===== src/rtl/mem_arbiter.sv =====
// mem_arbiter: shares one single-port synchronous RAM between the instruction-fetch
// port and the load/store data port. Only one access is outstanding at a time.
// Read data comes back a fixed MEM_LAT cycles (1..4) after issue.
module mem_arbiter #(
  parameter int WA      = 32,
  parameter int WD      = 32,
  parameter int MEM_LAT = 1
) (
  input  logic          clk,
  input  logic          rst,
  input  logic          if_req,
  input  logic [WA-1:0] if_addr,
  output logic          if_gnt,
  output logic          if_valid,
  output logic [WD-1:0] if_rdata,
  input  logic          d_req,
  input  logic          d_we,
  input  logic [WA-1:0] d_addr,
  input  logic [WD-1:0] d_wdata,
  input  logic [3:0]    d_be,
  output logic          d_gnt,
  output logic          d_valid,
  output logic [WD-1:0] d_rdata,
  output logic          mem_en,
  output logic          mem_we,
  output logic [WA-1:0] mem_addr,
  output logic [WD-1:0] mem_wdata,
  output logic [3:0]    mem_be,
  input  logic [WD-1:0] mem_rdata,
  output logic          busy
);

  typedef enum logic {ST_IDLE, ST_WAIT} state_t;

  localparam logic [2:0] LatCnt = 3'(MEM_LAT);

  state_t     state_q, state_d;
  logic [2:0] cnt_q, cnt_d;
  logic       lastData_q, lastData_d;
  logic       ownerData_q, ownerData_d;

  logic respCycle;
  logic contested;
  logic pickData;
  logic issue;

  // The response cycle frees the port, so a new access may issue in that same cycle.
  // On a tie, the requester that lost the last contested grant wins.
  always_comb begin
    respCycle = !rst && (state_q == ST_WAIT) && (cnt_q == LatCnt);
    contested = if_req && d_req;
    pickData  = d_req && (!if_req || !lastData_q);
    issue     = !rst && (if_req || d_req) && ((state_q == ST_IDLE) || respCycle);
  end

  // Drive the grant, memory-port and response outputs.
  // The memory port idles at zero outside issue cycles.
  always_comb begin
    if_gnt    = issue && !pickData;
    d_gnt     = issue && pickData;
    mem_en    = issue;
    mem_we    = 1'b0;
    mem_addr  = '0;
    mem_wdata = '0;
    mem_be    = 4'b0000;
    if (issue) begin
      if (pickData) begin
        mem_we    = d_we;
        mem_addr  = d_addr;
        mem_wdata = d_wdata;
        mem_be    = d_be;
      end else begin
        mem_addr  = if_addr;
        mem_be    = 4'b1111;
      end
    end
    if_valid = respCycle && !ownerData_q;
    d_valid  = respCycle && ownerData_q;
    if_rdata = if_valid ? mem_rdata : '0;
    d_rdata  = d_valid ? mem_rdata : '0;
    busy     = issue || (!rst && (state_q == ST_WAIT) && !respCycle);
  end

  // Next state: an issue restarts the cycle counter at 1 and records the owner.
  // The response cycle returns the arbiter to idle.
  always_comb begin
    state_d     = state_q;
    cnt_d       = cnt_q;
    lastData_d  = lastData_q;
    ownerData_d = ownerData_q;
    if (issue) begin
      state_d     = ST_WAIT;
      cnt_d       = 3'd1;
      ownerData_d = pickData;
      if (contested) begin
        lastData_d = pickData;
      end
    end else if (respCycle) begin
      state_d = ST_IDLE;
      cnt_d   = 3'd0;
    end else if (state_q == ST_WAIT) begin
      cnt_d = cnt_q + 3'd1;
    end
  end

  // State registers. Reset abandons any outstanding access and points the tie-breaker at fetch.
  always_ff @(posedge clk) begin
    if (rst) begin
      state_q     <= ST_IDLE;
      cnt_q       <= 3'd0;
      lastData_q  <= 1'b0;
      ownerData_q <= 1'b0;
    end else begin
      state_q     <= state_d;
      cnt_q       <= cnt_d;
      lastData_q  <= lastData_d;
      ownerData_q <= ownerData_d;
    end
  end

endmodule


===== config.mk =====
export PLATFORM = sky130hd
export DESIGN_NAME = mem_arbiter
export DESIGN_NICKNAME = d
export VERILOG_FILES = /design/src/rtl/mem_arbiter.sv
export SDC_FILE = /design/constraint.sdc
export NUM_CORES = 1
export LEC_CHECK = 0
export BUFFER_PORTS_ARGS = -buffer_cell sky130_fd_sc_hd__buf_2
export CAP_MARGIN = 20
export CORE_AREA = 2 2 106 108
export CTS_BUF_LIST = sky130_fd_sc_hd__clkbuf_8
export DETAILED_ROUTE_END_ITERATION = 7
export DIE_AREA = 0 0 108 110
export PLACE_DENSITY = 0.61
export SLEW_MARGIN = 20
export SYNTH_ARGS = -nofsm -noshare
export SYNTH_HDL_FRONTEND = slang
export SYNTH_SLANG_ARGS = --single-unit
export TNS_END_PERCENT = 20

===== constraint.sdc =====
create_clock -name clk -period 1.7 [get_ports clk]
set_clock_uncertainty 0.1 [all_clocks]
set_input_delay 0.17 -clock clk [delete_from_list [all_inputs] [get_ports clk]]
set_output_delay 0.17 -clock clk [all_outputs]
set_load 0.02 [all_outputs]

* Word level (Yosys, flattened, before mapping) *
Cells that the tools add are included.
W data, S select, Z words.

operators by class
  add/sub/neg operators = 1
  equality and inequality tests = 1
  multiplexer cells = 15
  bitwise operators = 1
  reductions and logical operators = 25

operators by type and width
  operator               number
  $mux W32               6
  $logic_and A1 B1 Y1    11
  $mux W4                2
  $mux W1                7
  $logic_not A1 Y1       6
  $logic_or A1 B1 Y1     4
  $add A3 B1 Y3 const B  1
  $eq A3 B1 Y1 const B   1
  $reduce_bool A3 Y1     1
  $reduce_or A3 Y1       1
  $reduce_and A2 Y1      1
  $reduce_bool A2 Y1     1
  $not A1 Y1             1

word-level totals
  register bits after elaboration = 6
  input bits = 137
  output and inout port bits = 139

* Longest topological paths before layout *
  depth after elaboration = 6
  gate-level depth with buffers = 8
  gate-level depth less buffers = 6

* Worst setup path after synthesis *
OpenSTA, ideal clock, no wires.

  path kind = register to output
  start point = register cnt_q[0]
  end point = output port d_rdata[22]
  arrival time = 1.543 ns
  required time = 1.430 ns
  slack = -0.113 ns
  cell stages (with the launch flop) = 7
  path buffers = 2
  cells stage by stage = dfxtp_1 > ha_1 > nand2b_1 > buf_2 > and4bb_1 > buf_2 > and2_1

on the way
  longest elaborated chain between the ends = 4

ends and longest elaborated chain
  what                    line  text
  start, declared         38    logic [2:0] cnt_q, cnt_d;
  start signal, assigned  115   cnt_q <= cnt_d;
  $eq A3 B1 Y1            50    respCycle = !rst && (state_q == ST_WAIT) && (cnt_q == LatCnt);
  $logic_and A1 B1 Y1     50
  $logic_and A1 B1 Y1     78    d_valid = respCycle && ownerData_q;
  named net d_valid       22    output logic d_valid,
  $mux W32                80    d_rdata = d_valid ? mem_rdata : '0;
  end, declared           23    output logic [WD-1:0] d_rdata,

The timed path passes the listed nets, and every way through them passes these cells.

* Final worst setup path *
  start point = register cnt_q[1]
  end point = output port d_rdata[10]

on the way
  longest elaborated chain between the ends = 4

ends and longest elaborated chain
  what                 line
  $eq A3 B1 Y1         50
  $logic_and A1 B1 Y1  50
  $logic_and A1 B1 Y1  78
  $mux W32             80

No other way between the ends.

==> results.txt <==
Status: finished, violations left
Failing checks: setup timing
Global-route wire length before repair: 12900 µm
Combinational power share: 71.7%
Worst Hold Launch: d_req
Fin area: 0.00435 mm²
Final WL: 8970 µm
Worst hold path class: primary input to flip-flop
Psw: 0.579 mW
Pin count of the biggest net entering global routing: 37
Effective utilization at floorplan: 14.4%
Layout area overhead: 183%
RR Endpoint: ownerData_q
Area leader, netlist: and2_1
Hold path depth: 3
Synth Warn #: 0
Leak: 2.24 nW
WHS Endpoint: state_q
Post-synthesis compound-gate area fraction: 16.0%
CP required: 1430 ps
Total track usage: 13.2%
Post-DR wirelength/cell: 13.2 µm
CP max FO: 16
CP Launch Type: flip-flop
Setup violations, final: 140
Number of global-route vias before repair: 2679
XOR/XNOR Fraction of Synth Area: 0%
Max-Slew Margin vs Limit: 76.0%
Num ports: 276
Net count after synthesis: 403
WL met2: 4910 µm
Hold_ws: 143 ps
Initial DRC Count: 132
Deepest clock path buffer count: 2
H-tree depth: 1
Max-cap violations: 0
Distinct cells, synth: 27
Final slew viol count: 0
Largest family of logic cells by synthesized area: simple AND/OR/NAND/NOR gates
FMAX: 0.521 GHz
VDD IR-drop max: 0.281 mV
Fin cells: 680
Reg-to-Reg Start: cnt_q[1]
Area after DPL: 0.00320 mm²
Core area: 0.0107 mm²
Power consumption: 1.38 mW
Adder-cell share of the synthesized area: 1.63%
Register share of total power: 12.1%
Synthesis-stage register bit count: 6
Critical Path End Type: output port
Clock Pin Slew Worst Setup and Hold Paths: 40 ps
Clk sink count: 6
Top layer in use: met4
Commonest cells after routing, fill and taps aside: buf_2 (138), buf_6 (112), nand2_1 (66)
Drt pass-1 iters: 4
Die Wd: 108 µm
Nets: 681
# rows: 38
Sequential area share after synthesis: 7.81%
Share of the synthesized area in the top cell type: 39.5%
CTS tree: yes
Flop2flop setup slack: -20 ps
M1 WL: 3370 µm
DPL Wire Length: 5780 µm
Sw frac: 41.9%
Met3 WL: 664 µm
Placed insts: 670
Post-Syn Instances: 264
Gp weighted congestion: 0.782
Post-DRT Antenna Nets: 0
Die ar.: 0.0119 mm²
Final Cycle Share: 113%
Area of the multi-input gates: 0.00155 mm²
Crit path arrival time: 1650 ps
Most common cell after layout, fill and taps aside: buf_2
Final worst slack: -220 ps
FF-to-FF path depth: 8
Register area: 123 µm²
Simple-Gate Fraction of Synth Area: 63.9%
Grt total ovfl: 0
DR vias/cell: 4.11
Final Hold Vio Count: 0
CTS root buf: clkbuf_8
Syn_area_per_cell: 5.82 µm²
Unrepaired setup endpoints after global routing: true
PwrDens: 317 mW/mm²
Internal Power: 0.803 mW
Post-Syn Area: 0.00154 mm²
Fraction of layout cells with a size suffix above 1: 73.5%
TritonCTS Buffers: 3
Slew @ Worst Pin: 359 ps
Mux contribution to synthesized area: 1.38%
CP Class: flip-flop to output port
# DRC: 0
Clock power frac: 16.2%
Ant. Diodes: 0
Synth top area cells: and2_1 (39%), nand2_1 (16%), a21oi_1 (11%)
Worst-Skew Late Latency: 230 ps
Fillers: 1055
Detailed-route via count: 2796
Die Y-Extent: 110 µm
Tmin final: 1920 ps
PortBufs: 275
Antenna violations before repair: 0
[per-layer routing]
metal / GRT usage (%) / up-vias
met4: 2.38 / 0
met3: 1.29 / 2
met5: 0 / -
met1: 15.0 / 1261
met2: 26.4 / 157
li1: - / 1376
[cells by family after synthesis]
family                   Yosys count
flip-flops                         6
multiplexers                       2
AND/OR/NAND/NOR                  185
buffers and inverters             27
AO/OA/AOI/OAI                     42
adder cells (fa/ha/maj)            2
[power by group through the flow]
stage	registers [mW]	clock network, mW	logic (mW)
floorplan	0.161	0	0.388
global placement	0.165	0	0.716
detailed placement	0.165	0	0.718
CTS	0.166	0.233	0.933
global route	0.169	0.235	1.06
finish	0.167	0.224	0.990
[sequential cells by signal (all words and copies together), names as in the netlist]
signal	cells
ownerData_q	1
cnt_q	3
lastData_q	1
state_q	1
[area by class of cell]
| cell class | count | share of cell area (%) |
|---|---|---|
| Sequential cell | 6 | 2.82 |
| Inverter | 4 | 0.402 |
| Multi-Input combinational cell | 231 | 35.5 |
| Clock buffer | 3 | 0.949 |
| Timing Repair Buffer | 296 | 56.3 |
| Tap cell | 140 | 4.02 |
[metrics by stage]
step                      worst slack (ps)  TNS (ps)  util (%)
after floorplan                      -43.5     -1820         -
after detailed placement              -138    -10390      29.9
final                                 -220    -21000      40.7
after global routing                  -288    -31440      40.7
after CTS                             -203    -20500      38.7
after global placement               -89.2     -4550      29.9
[how the worst max path moves through the flow]
stage | startpoint | endpoint | slack (ps)
2_1_floorplan | cnt_q[0] | mem_wdata[29] | -40
5_1_grt | cnt_q[1] | d_rdata[10] | -290
3_3_place_gp | cnt_q[1] | d_rdata[25] | -90
4_1_cts | cnt_q[1] | mem_be[2] | -200
3_5_place_dp | cnt_q[1] | d_rdata[26] | -140
6_report | cnt_q[1] | d_rdata[10] | -220
[worst max-delay path: stages, from the launching register on]
cell	delay, ps
dfxtp_2	310
inv_2	60
ha_4	140
nand2b_4	90
and4bb_4	370
clkbuf_16	180
and2_1	150
buf_6	120
[timing repair]
action                     4_1_cts  5_1_grt
hold buffers                     0        0
gates resized for setup        260       52
pin swaps                        3        7
cloned                           3        1
setup buffers                    1        2
setup endpoints to repair      141      140
[cell usage after synthesis]
master,n
clkbuf_2,2
inv_1,4
nor2_1,13
ha_1,2
mux2_2,1
dfxtp_1,6
a21o_1,1
mux2i_1,1
and4bb_1,1
a21boi_1,1
nor4b_4,1
a31o_2,1
a211oi_4,1
a211oi_1,1
a21oi_1,33
a21bo_1,1
nor2b_1,2
buf_6,4
nand2_1,66
a31oi_1,2
clkbuf_1,10
o21bai_1,1
buf_2,7
nand3b_1,1
nand2b_1,2
and2_1,97
nor3_1,2
No activity file was read; power rests on OpenSTA's default activity.
